==> src/rtl/fft_frame_ctrl_pkg.sv <==
// Shared types and helpers for the FFT front-end frame sequencer.
package fft_frame_ctrl_pkg;

  typedef enum logic [1:0] {
    ST_IDLE  = 2'd0,
    ST_LOAD  = 2'd1,
    ST_PAD   = 2'd2,
    ST_DRAIN = 2'd3
  } state_e;

  localparam int INFLIGHT_W = 3;

  function automatic int ptr_width(input int depth);
    return (depth > 1) ? $clog2(depth) : 1;
  endfunction

endpackage

==> src/rtl/fft_frame_ctrl_mode_fifo.sv <==
// 1-bit synchronous FIFO holding the IFFT mode of each frame in flight.
module fft_mode_fifo
  import fft_frame_ctrl_pkg::*;
#(
  parameter int DEPTH = 2
) (
  input  logic                  clk,
  input  logic                  rst,
  input  logic                  push,
  input  logic                  pop,
  input  logic                  din,
  output logic                  head,
  output logic [INFLIGHT_W-1:0] count
);

  localparam int PW = ptr_width(DEPTH);
  localparam logic [PW-1:0]         PTR_LAST  = PW'(DEPTH - 1);
  localparam logic [PW-1:0]         PTR_ONE   = PW'(1);
  localparam logic [INFLIGHT_W-1:0] CNT_FULL  = INFLIGHT_W'(DEPTH);
  localparam logic [INFLIGHT_W-1:0] CNT_ONE   = INFLIGHT_W'(1);
  localparam logic [INFLIGHT_W-1:0] CNT_ZERO  = INFLIGHT_W'(0);

  logic [DEPTH-1:0]      mem_q, mem_d;
  logic [PW-1:0]         wr_q, wr_d, rd_q, rd_d;
  logic [INFLIGHT_W-1:0] count_q, count_d;
  logic                  pop_eff, push_eff;

  // Pointer/count update; a push into a full FIFO is legal only alongside a pop.
  always_comb begin
    pop_eff  = pop && (count_q != CNT_ZERO);
    push_eff = push && ((count_q != CNT_FULL) || pop_eff);
    mem_d    = mem_q;
    wr_d     = wr_q;
    rd_d     = rd_q;
    count_d  = count_q;
    if (push_eff) begin
      mem_d[wr_q] = din;
      wr_d        = (wr_q == PTR_LAST) ? {PW{1'b0}} : wr_q + PTR_ONE;
    end else begin
      wr_d = wr_q;
    end
    if (pop_eff) begin
      rd_d = (rd_q == PTR_LAST) ? {PW{1'b0}} : rd_q + PTR_ONE;
    end else begin
      rd_d = rd_q;
    end
    if (push_eff && !pop_eff) begin
      count_d = count_q + CNT_ONE;
    end else if (pop_eff && !push_eff) begin
      count_d = count_q - CNT_ONE;
    end else begin
      count_d = count_q;
    end
  end

  // FIFO state registers.
  always_ff @(posedge clk) begin
    if (rst) begin
      mem_q   <= {DEPTH{1'b0}};
      wr_q    <= {PW{1'b0}};
      rd_q    <= {PW{1'b0}};
      count_q <= CNT_ZERO;
    end else begin
      mem_q   <= mem_d;
      wr_q    <= wr_d;
      rd_q    <= rd_d;
      count_q <= count_d;
    end
  end

  assign head  = mem_q[rd_q];
  assign count = count_q;

endmodule

==> src/rtl/fft_frame_ctrl.sv <==
// Front-end sequencer for the radix-2 stage chain: frame addressing, IFFT conjugation,
// flush zero-padding, in-flight limiting and last-stage completion/sequence monitoring.
module fft_frame_ctrl
  import fft_frame_ctrl_pkg::*;
#(
  parameter int TOTAL_STAGE_P = 10,
  parameter int MULT_WIDTH_P  = 18,
  parameter int MAX_INFLIGHT  = 2
) (
  input  logic                         iclk,
  input  logic                         rst,
  input  logic                         en,
  input  logic                         cfg_inv,
  input  logic                         flush,
  input  logic                         s_valid,
  output logic                         s_ready,
  input  logic [2*MULT_WIDTH_P-1:0]    s_data,
  output logic                         oen,
  output logic [TOTAL_STAGE_P-1:0]     oaddr,
  output logic [2*MULT_WIDTH_P-1:0]    odata,
  input  logic                         pipe_oen,
  input  logic [TOTAL_STAGE_P-1:0]     pipe_oaddr,
  output logic                         frame_done,
  output logic                         frame_inv,
  output logic [2:0]                   inflight,
  output logic                         busy,
  output logic                         err_seq
);

  localparam int TSP = TOTAL_STAGE_P;
  localparam int MW  = MULT_WIDTH_P;
  localparam logic [TSP-1:0]  ADDR_LAST = {TSP{1'b1}};
  localparam logic [TSP-1:0]  ADDR_ZERO = {TSP{1'b0}};
  localparam logic [TSP-1:0]  ADDR_ONE  = TSP'(1);
  localparam logic [2:0]      INF_MAX   = 3'(MAX_INFLIGHT);

  // Saturating conjugate: the most negative imag value has no positive twin.
  function automatic logic [2*MW-1:0] conj_sat(input logic [2*MW-1:0] d);
    logic [MW-1:0] im;
    logic [MW-1:0] neg;
    im = d[MW-1:0];
    if (im == {1'b1, {(MW-1){1'b0}}}) begin
      neg = {1'b0, {(MW-1){1'b1}}};
    end else begin
      neg = ~im + {{(MW-1){1'b0}}, 1'b1};
    end
    return {d[2*MW-1:MW], neg};
  endfunction

  state_e              state_q, state_d;
  logic [TSP-1:0]      addr_q, addr_d;
  logic                mode_q, mode_d;
  logic                oen_q, oen_d;
  logic [TSP-1:0]      oaddr_q, oaddr_d;
  logic [2*MW-1:0]     odata_q, odata_d;
  logic                frame_done_q, frame_done_d;
  logic                frame_inv_q, frame_inv_d;
  logic                err_seq_q, err_seq_d;
  logic [TSP-1:0]      exp_addr_q, exp_addr_d;

  logic                accept, pad, start, cur_mode, complete, pop;
  logic                fifo_head;
  logic [2:0]          fifo_count;

  assign inflight = fifo_count;
  assign s_ready  = (state_q == ST_LOAD) && !((addr_q == ADDR_ZERO) && (inflight == INF_MAX)) && !flush;
  assign busy     = (state_q != ST_IDLE) || (inflight != 3'd0);

  // Datapath, frame bookkeeping and completion/sequence monitoring.
  always_comb begin
    accept   = s_valid && s_ready;
    pad      = (state_q == ST_PAD);
    start    = (accept || pad) && (addr_q == ADDR_ZERO);
    cur_mode = (addr_q == ADDR_ZERO) ? cfg_inv : mode_q;
    complete = pipe_oen && (pipe_oaddr == ADDR_LAST);
    pop      = complete && (inflight != 3'd0);

    mode_d       = start ? cur_mode : mode_q;
    addr_d       = (accept || pad) ? addr_q + ADDR_ONE : addr_q;
    frame_done_d = pop;
    frame_inv_d  = pop ? fifo_head : 1'b0;

    if (accept) begin
      oen_d   = 1'b1;
      oaddr_d = addr_q;
      odata_d = cur_mode ? conj_sat(s_data) : s_data;
    end else if (pad) begin
      oen_d   = 1'b1;
      oaddr_d = addr_q;
      odata_d = {(2*MW){1'b0}};
    end else begin
      oen_d   = 1'b0;
      oaddr_d = ADDR_LAST;
      odata_d = {(2*MW){1'b0}};
    end

    if (pipe_oen) begin
      err_seq_d  = err_seq_q || (pipe_oaddr != exp_addr_q) || (complete && (inflight == 3'd0));
      exp_addr_d = pipe_oaddr + ADDR_ONE;
    end else begin
      err_seq_d  = err_seq_q;
      exp_addr_d = exp_addr_q;
    end
  end

  // Next-state logic; an accept at addr 0 with en low keeps us in LOAD for that frame.
  always_comb begin
    state_d = state_q;
    case (state_q)
      ST_IDLE: begin
        if (en) state_d = ST_LOAD;
        else    state_d = ST_IDLE;
      end
      ST_LOAD: begin
        if (flush && (addr_q != ADDR_ZERO))                  state_d = ST_PAD;
        else if (!en && (addr_q == ADDR_ZERO) && !accept)    state_d = ST_DRAIN;
        else                                                 state_d = ST_LOAD;
      end
      ST_PAD: begin
        if (addr_q == ADDR_LAST) state_d = ST_LOAD;
        else                     state_d = ST_PAD;
      end
      ST_DRAIN: begin
        if (en)                     state_d = ST_LOAD;
        else if (inflight == 3'd0)  state_d = ST_IDLE;
        else                        state_d = ST_DRAIN;
      end
      default: state_d = ST_IDLE;
    endcase
  end

  // State and registered outputs.
  always_ff @(posedge iclk) begin
    if (rst) begin
      state_q      <= ST_IDLE;
      addr_q       <= ADDR_ZERO;
      mode_q       <= 1'b0;
      oen_q        <= 1'b0;
      oaddr_q      <= ADDR_LAST;
      odata_q      <= {(2*MW){1'b0}};
      frame_done_q <= 1'b0;
      frame_inv_q  <= 1'b0;
      err_seq_q    <= 1'b0;
      exp_addr_q   <= ADDR_ZERO;
    end else begin
      state_q      <= state_d;
      addr_q       <= addr_d;
      mode_q       <= mode_d;
      oen_q        <= oen_d;
      oaddr_q      <= oaddr_d;
      odata_q      <= odata_d;
      frame_done_q <= frame_done_d;
      frame_inv_q  <= frame_inv_d;
      err_seq_q    <= err_seq_d;
      exp_addr_q   <= exp_addr_d;
    end
  end

  fft_mode_fifo #(
    .DEPTH (MAX_INFLIGHT)
  ) u_mode_fifo (
    .clk   (iclk),
    .rst   (rst),
    .push  (start),
    .pop   (pop),
    .din   (cur_mode),
    .head  (fifo_head),
    .count (fifo_count)
  );

  assign oen        = oen_q;
  assign oaddr      = oaddr_q;
  assign odata      = odata_q;
  assign frame_done = frame_done_q;
  assign frame_inv  = frame_inv_q;
  assign err_seq    = err_seq_q;

endmodule

==> config.mk <==
export PLATFORM = sky130hd
export DESIGN_NAME = fft_frame_ctrl
export DESIGN_NICKNAME = d
export VERILOG_FILES = /design/src/rtl/fft_frame_ctrl_pkg.sv /design/src/rtl/fft_frame_ctrl_mode_fifo.sv /design/src/rtl/fft_frame_ctrl.sv
export SDC_FILE = /design/constraint.sdc
export NUM_CORES = 1
export LEC_CHECK = 0
export ABC_AREA = 1
export BUFFER_PORTS_ARGS = -buffer_cell sky130_fd_sc_hd__buf_2
export CAP_MARGIN = 20
export CORE_ASPECT_RATIO = 1.4
export CORE_MARGIN = 8
export CORE_UTILIZATION = 44
export CTS_BUF_LIST = sky130_fd_sc_hd__clkbuf_16
export DETAILED_ROUTE_END_ITERATION = 8
export HOLD_SLACK_MARGIN = 0.12
export PLACE_DENSITY = 0.78
export SLEW_MARGIN = 20
export SYNTH_ARGS = -nofsm -noshare
export SYNTH_HDL_FRONTEND = slang
export SYNTH_SLANG_ARGS = --single-unit
==> constraint.sdc <==
create_clock -name iclk -period 6 [get_ports iclk]
set_input_delay 0.3 -clock iclk [delete_from_list [all_inputs] [get_ports iclk]]
set_output_delay 0.3 -clock iclk [all_outputs]
set_load 0.005 [all_outputs]
* Yosys cells after proc, flatten, opt, wreduce, memory -nomap -nowiden
Index checks and enable logic that the tools add are counted.
** Storage, ports and cells
- Register bits after elaboration :: 80
- Memory bits (writable) :: 0
- Input bits :: 53
- Logic and storage cells :: 95
- Memory bits (read-only) :: 0
- Memories kept :: 0
- Latch bits :: 0
** Cells by class
- Reductions and logical operators :: 36
- Add/sub/neg operators :: 7
- Bitwise logic cells :: 3
- Order comparisons :: 3
- Multipliers :: 0
- Shift-type cells :: 0
- Div/mod/pow operators :: 0
- Equality and inequality tests :: 9
- Multiplexer cells :: 23
** Operators with widths (number)
- 2-to-1 mux 18 bit :: 2
- adder 10 x 1 -> 10 bit (second input constant) :: 2
- equality test 10 bit (second input constant) :: 2
- 2-to-1 mux 10 bit :: 2
- adder 18 x 1 -> 18 bit (second input constant) :: 1
- equality test 18 bit (second input constant) :: 1
- NOT 18 bit :: 1
- logical AND 1 bit :: 16
- zero test 10 bit :: 1
- 2-to-1 mux 2 bit :: 5
- inequality test 10 bit :: 1
- nonzero test 10 bit :: 1
- 2-to-1 mux 1 bit :: 9
- one-hot mux 2 bit (4 select lines) :: 1
- zero test 1 bit :: 6
- 2-to-1 mux 3 bit :: 2
- logical OR 1 bit :: 5
- equality test 2 bit (second input constant) :: 2
- less-than comparator 1 x 2 -> 1 bit (second input constant) :: 2
- nonzero test 2 bit :: 2
- OR reduction 2 bit :: 2
- adder 3 x 1 -> 3 bit (second input constant) :: 1
- equality test 3 x 2 -> 1 bit (second input constant) :: 1
- zero test 3 bit :: 1
- 10 further kinds :: 12

* Depth between registers and ports, before layout
- Depth in word-level cells :: 13
- Depth in mapped cells :: 17
- Mapped depth without buffers :: 16

* By module
Synthesis repeated with hierarchy kept, for this count alone.
** Unflattened totals
- Cell total of the unflattened synthesis :: 568
- Area total of the unflattened synthesis :: 4113.9 µm²
** By module, submodules not included
- fft_frame_ctrl :: cells an instance 510, area an instance 3721.1 µm², times used 1
- fft_mode_fifo :: cells an instance 58, area an instance 392.9 µm², times used 1

* Worst setup path before layout
No wires, ideal clock.
- Path type :: flip-flop to flip-flop
- From :: register addr_q[0]
- To :: register u_mode_fifo.count_q[2] (netlist: u_mode_fifo.count[2])
- Required time :: 5878 ps
- Setup time :: 122 ps
- Slack :: 3594 ps
- Arrival :: 2283 ps
- Cell stages (with the launch flop) :: 18
- Period minus slack after synthesis :: 2406 ps
- Path buffers :: 1
- Cell sequence :: dfxtp_1 > inv_1 > ha_1 > nand2_1 > nor2_1 > nand3_1 > nand3_2 > nand2_4 > buf_8 > nand3_1 > inv_1 > ha_1 > inv_1 > fa_1 > a21oi_1 > o21ai_0 > o21ai_0 > a21oi_1
** On the way
- Word-level cells in the longest chain between the ends :: 12
- Elaborated cells on any way between the ends :: 14
** RTL lines
- from (decl) :: RTL line fft_frame_ctrl.sv:51 : logic [TSP-1:0] addr_q, addr_d;
- from (signal assigned) :: RTL line fft_frame_ctrl.sv:147 : addr_q <= addr_d;
- zero test 10 bit (*) :: RTL line fft_frame_ctrl.sv:66, fft_frame_ctrl.sv:73
- logical AND 1 bit :: RTL line fft_frame_ctrl.sv:66 : assign s_ready = (state_q == ST_LOAD) && !((addr_q == ADDR_ZERO) && (inflight == INF_MAX)) && !flush;
- zero test 1 bit :: RTL line fft_frame_ctrl.sv:66
- logical AND 1 bit (2 in a row) :: RTL line fft_frame_ctrl.sv:66
- logical AND 1 bit :: RTL line fft_frame_ctrl.sv:71 : accept = s_valid && s_ready;
- logical OR 1 bit :: RTL line fft_frame_ctrl.sv:73 : start = (accept || pad) && (addr_q == ADDR_ZERO);
- logical AND 1 bit (*) :: RTL line fft_frame_ctrl.sv:73
- logical AND 1 bit (*) :: RTL line fft_frame_ctrl_mode_fifo.sv:31 : push_eff = push && ((count_q != CNT_FULL) || pop_eff);
- zero test 1 bit :: RTL line fft_frame_ctrl_mode_fifo.sv:49 : end else if (pop_eff && !push_eff) begin
- logical AND 1 bit :: RTL line fft_frame_ctrl_mode_fifo.sv:49
- nonzero test 2 bit (no source line)
- to (signal assigned) :: RTL line fft_frame_ctrl_mode_fifo.sv:67 : count_q <= count_d;
- to (decl) :: RTL line fft_frame_ctrl_mode_fifo.sv:25 : logic [INFLIGHT_W-1:0] count_q, count_d;
Mark *: on every way between the ends. The rest lies on a longest branch, timed or not.
A chain may end at the register's enable or synchronous reset.

* Final worst setup path
Same ends and word-level chain as after synthesis.

==> impl_metrics.tcl <==
set metrics [dict create \
    r2r_cells 16 \
    path_max_fanout 13 \
    avgViaCountPerCell 4.95 \
    crit_family "adder cells" \
    grt_max_degree 34 \
    hp-class "in2reg" \
    grt_pass1_vias 3708 \
    tightest_slew_ns 0.536 \
    multi_input_area_mm2 0.00179 \
    die-area_mm2 0.0120 \
    required_ns 6.23 \
    cp_num_cells 16 \
    nets 694 \
    layout-drive-gt1-share_pct 25.2 \
    cts_tree "yes" \
    fin_worst_skew_ns 0.00883 \
    place.gp.congestion 0.916 \
    end_kind "register" \
    period_share_pct 44.2 \
    period_minus_slack_ns 2.65 \
    synthToLayoutAreaGrowth_pct 23.4 \
    ir_worst_vdd_v 0.000182 \
    antenna_found_initial 0 \
    timing.rr.end "u_mode_fifo.count[2]" \
    drc 0 \
    clkSinkCount 80 \
    synthCells 529 \
    status "completed" \
    initial_core_util_pct 45.1 \
    ant_nets 0 \
    nFillCells 778 \
    num_rows 40 \
    slowest_stage "dfxtp_1" \
    r2r_slack_ns 3.35 \
    power_density_mw_per_mm2 302 \
    gr-total-overflow 0 \
    crit_top_cell "inv_1" \
    dr_total_vias 3689 \
    rsz0062_at_grt "no" \
    diodes 0 \
    yosys_most_used_dff "dfxtp_1" \
    worstPathArrival_ns 2.88 \
    max_freq_ghz 0.377 \
    avgSynthCellArea_um2 7.25 \
    cts_hold_buf 0 \
    critPathCapture "u_mode_fifo.count[2]" \
    synth_cell_types 39 \
    total_leakage_power_nw 2.39 \
    grt_use_total_pct 16.1 \
    hold_viol_final 0 \
    slew_headroom_pct 64.2 \
    synth_top_area_share_pct 41.8 \
    numCtsBuffers 9 \
    dpl.hpwl_mm 7.40 \
    crit_buf_inv 3 \
    grt_pass1_wl_mm 15.7 \
    r2r_start "addr_q[0]" \
    firstDrtPassIters 4 \
    crit_chain "inv_1, ha_1, nand2_1, nor2_1, nand3_1, nand3_2, nand2_4, nand3_1, inv_1, ha_1, inv_1, fa_1, a21oi_1, o21ai_0, o21ai_0, a21oi_1" \
    root_buffer "clkbuf_16" \
    die_h_um 126 \
    synthTopCellsByArea "dfxtp_1, nand2_1, inv_1, nor2_1, a21oi_1" \
    drt_iter0_drc 216 \
    synth_fp_nets 588 \
    h-tree-depth 3 \
    slew_viol_final 0 \
    crit_start "addr_q[0]" \
    clock_path_buffers 2 \
    max_stage_delay_ns 0.40 \
    synth_seq_cells 80 \
    wl_per_cell_um 12.8 \
    clkLatencyLatePin_ns 0.34 \
    synth-edff-count 0 \
    ios 108 \
    cap_violations 0 \
    critPathKind "reg2reg" \
    post_cts_buffers 0 \
    cts_resized 0 \
    seqCellArea_mm2 0.00160 \
    tns_ns 0 \
    yosysSeqAreaShare_pct 41.8 \
    drt-total-wl_mm 9.54 \
    numPortBuffers 107 \
    syn_area_mm2 0.00383 \
    setup_viol 0 \
    synth_top_area_cell "dfxtp_1" \
    cp-start-kind "register" \
    ys.warnings.count 0 \
    synthArstFlopShare_pct 0 \
    final_util_pct 55.6 \
    die_w_um 94.9 \
    clkTransAtPathRegs_ns 0.07 \
    core_mm2 0.00851 \
]
## cell usage after synthesis, types with 4 or more instances
| cell | n |
|---|---|
| a21oi_1 | 38 |
| a31oi_1 | 5 |
| buf_2 | 5 |
| dfxtp_1 | 80 |
| ha_1 | 5 |
| inv_1 | 89 |
| inv_2 | 6 |
| nand2_1 | 111 |
| nand3_1 | 27 |
| nand3_2 | 4 |
| nand4_1 | 9 |
| nor2_1 | 53 |
| nor3_1 | 16 |
| nor3_2 | 5 |
| o21ai_0 | 24 |
| or2_2 | 5 |
| xor2_1 | 11 |
## sequential cells by signal, indices dropped and copies added, names as in the netlist, 2 cells and up
name               flops
addr_q                10
exp_addr_q            10
oaddr                 10
odata                 36
state_q                2
u_mode_fifo.count      3
u_mode_fifo.mem_q      2
## metal layers
layer / vias up / GRT usage (%) / part of all wire, %
met4: 0 / 7.84 / 2.1
met1: 1647 / 17.1 / 40
li1: 1875 / - / -
met3: 19 / 5.25 / 9.8
met5: - / 0 / 0
met2: 148 / 27.5 / 48
## layout make-up
type / instances / area share, %
multi-input cells: 341 / 37.8
flip-flops and latches: 80 / 33.8
repair buffers: 107 / 11.3
inverters: 96 / 7.72
clock buffers: 9 / 4.76
well taps: 105 / 2.78
clock inverters: 7 / 1.82
## worst min path at each step
stage | from | cells past startpoint | to
2_1_floorplan | pipe_oen | 1 | exp_addr_q[0]
3_3_place_gp | err_seq | 2 | err_seq
3_5_place_dp | err_seq | 2 | err_seq
4_1_cts | s_data[20] | 3 | odata[20]
5_1_grt | s_data[28] | 3 | odata[28]
6_report | s_data[20] | 3 | odata[20]
## through the flow
step / power, W / hold slack (ns) / setup WS (ns) / cells / instance area (um2)
floorplan: 0.000793 / 0.389 / 3.59 / 529 / 3830
global placement: 0.000865 / 0.436 / 3.48 / 729 / 4420
detailed placement: 0.000876 / 0.456 / 3.41 / 729 / 4420
CTS: 0.00145 / 0.158 / 3.37 / 745 / 4730
global route: 0.00151 / 0.164 / 3.13 / 745 / 4730
finish: 0.00143 / 0.173 / 3.35 / 745 / 4730
## placed cells by master (no fill, tap or decap), drive strengths merged
| cell type | synthesis | routed |
|---|---|---|
| nand2 | 117 | 117 |
| nand3b | 1 | 1 |
| a21o | 1 | 1 |
| xnor2 | 3 | 3 |
| nand4 | 11 | 11 |
| xor2 | 11 | 11 |
| o21ai | 26 | 26 |
| nor3 | 22 | 22 |
| inv | 95 | 99 |
| o21a | 2 | 2 |
| a31oi | 5 | 5 |
| bufinv | 0 | 1 |
| buf | 10 | 107 |
| clkbuf | 2 | 9 |
| ha | 5 | 5 |
| nand3 | 32 | 32 |
| dfxtp | 80 | 80 |
| clkinv | 1 | 2 |
| a31o | 1 | 1 |
| a21oi | 39 | 39 |
| or2 | 5 | 5 |
| clkinvlp | 0 | 1 |
| fa | 1 | 1 |
| nor2 | 58 | 58 |
| o211ai | 1 | 1 |
## logic make-up after synthesis
kind of cell / count (synthesis) / synth area share (%)
buffers and inverters: 108 / 11.6
flip-flops: 80 / 41.8
AO/OA/AOI/OAI: 75 / 10.4
adder cells (fa/ha/maj): 6 / 2.15
XOR/XNOR: 14 / 3.20
AND/OR/NAND/NOR: 246 / 30.8
## worst min-delay path, cell delays in order
cell and delay [ns]:
buf_2 0.09, inv_1 0.04, nor2_1 0.03
## power breakdown
| group | switching [W] | internal [W] |
|---|---|---|
| combinational | 0.000181 | 0.0000962 |
| clock | 0.000233 | 0.000332 |
| sequential | 0.0000196 | 0.000568 |
| total | 0.000434 | 0.000996 |
No activity file was read; power rests on OpenSTA's default activity.
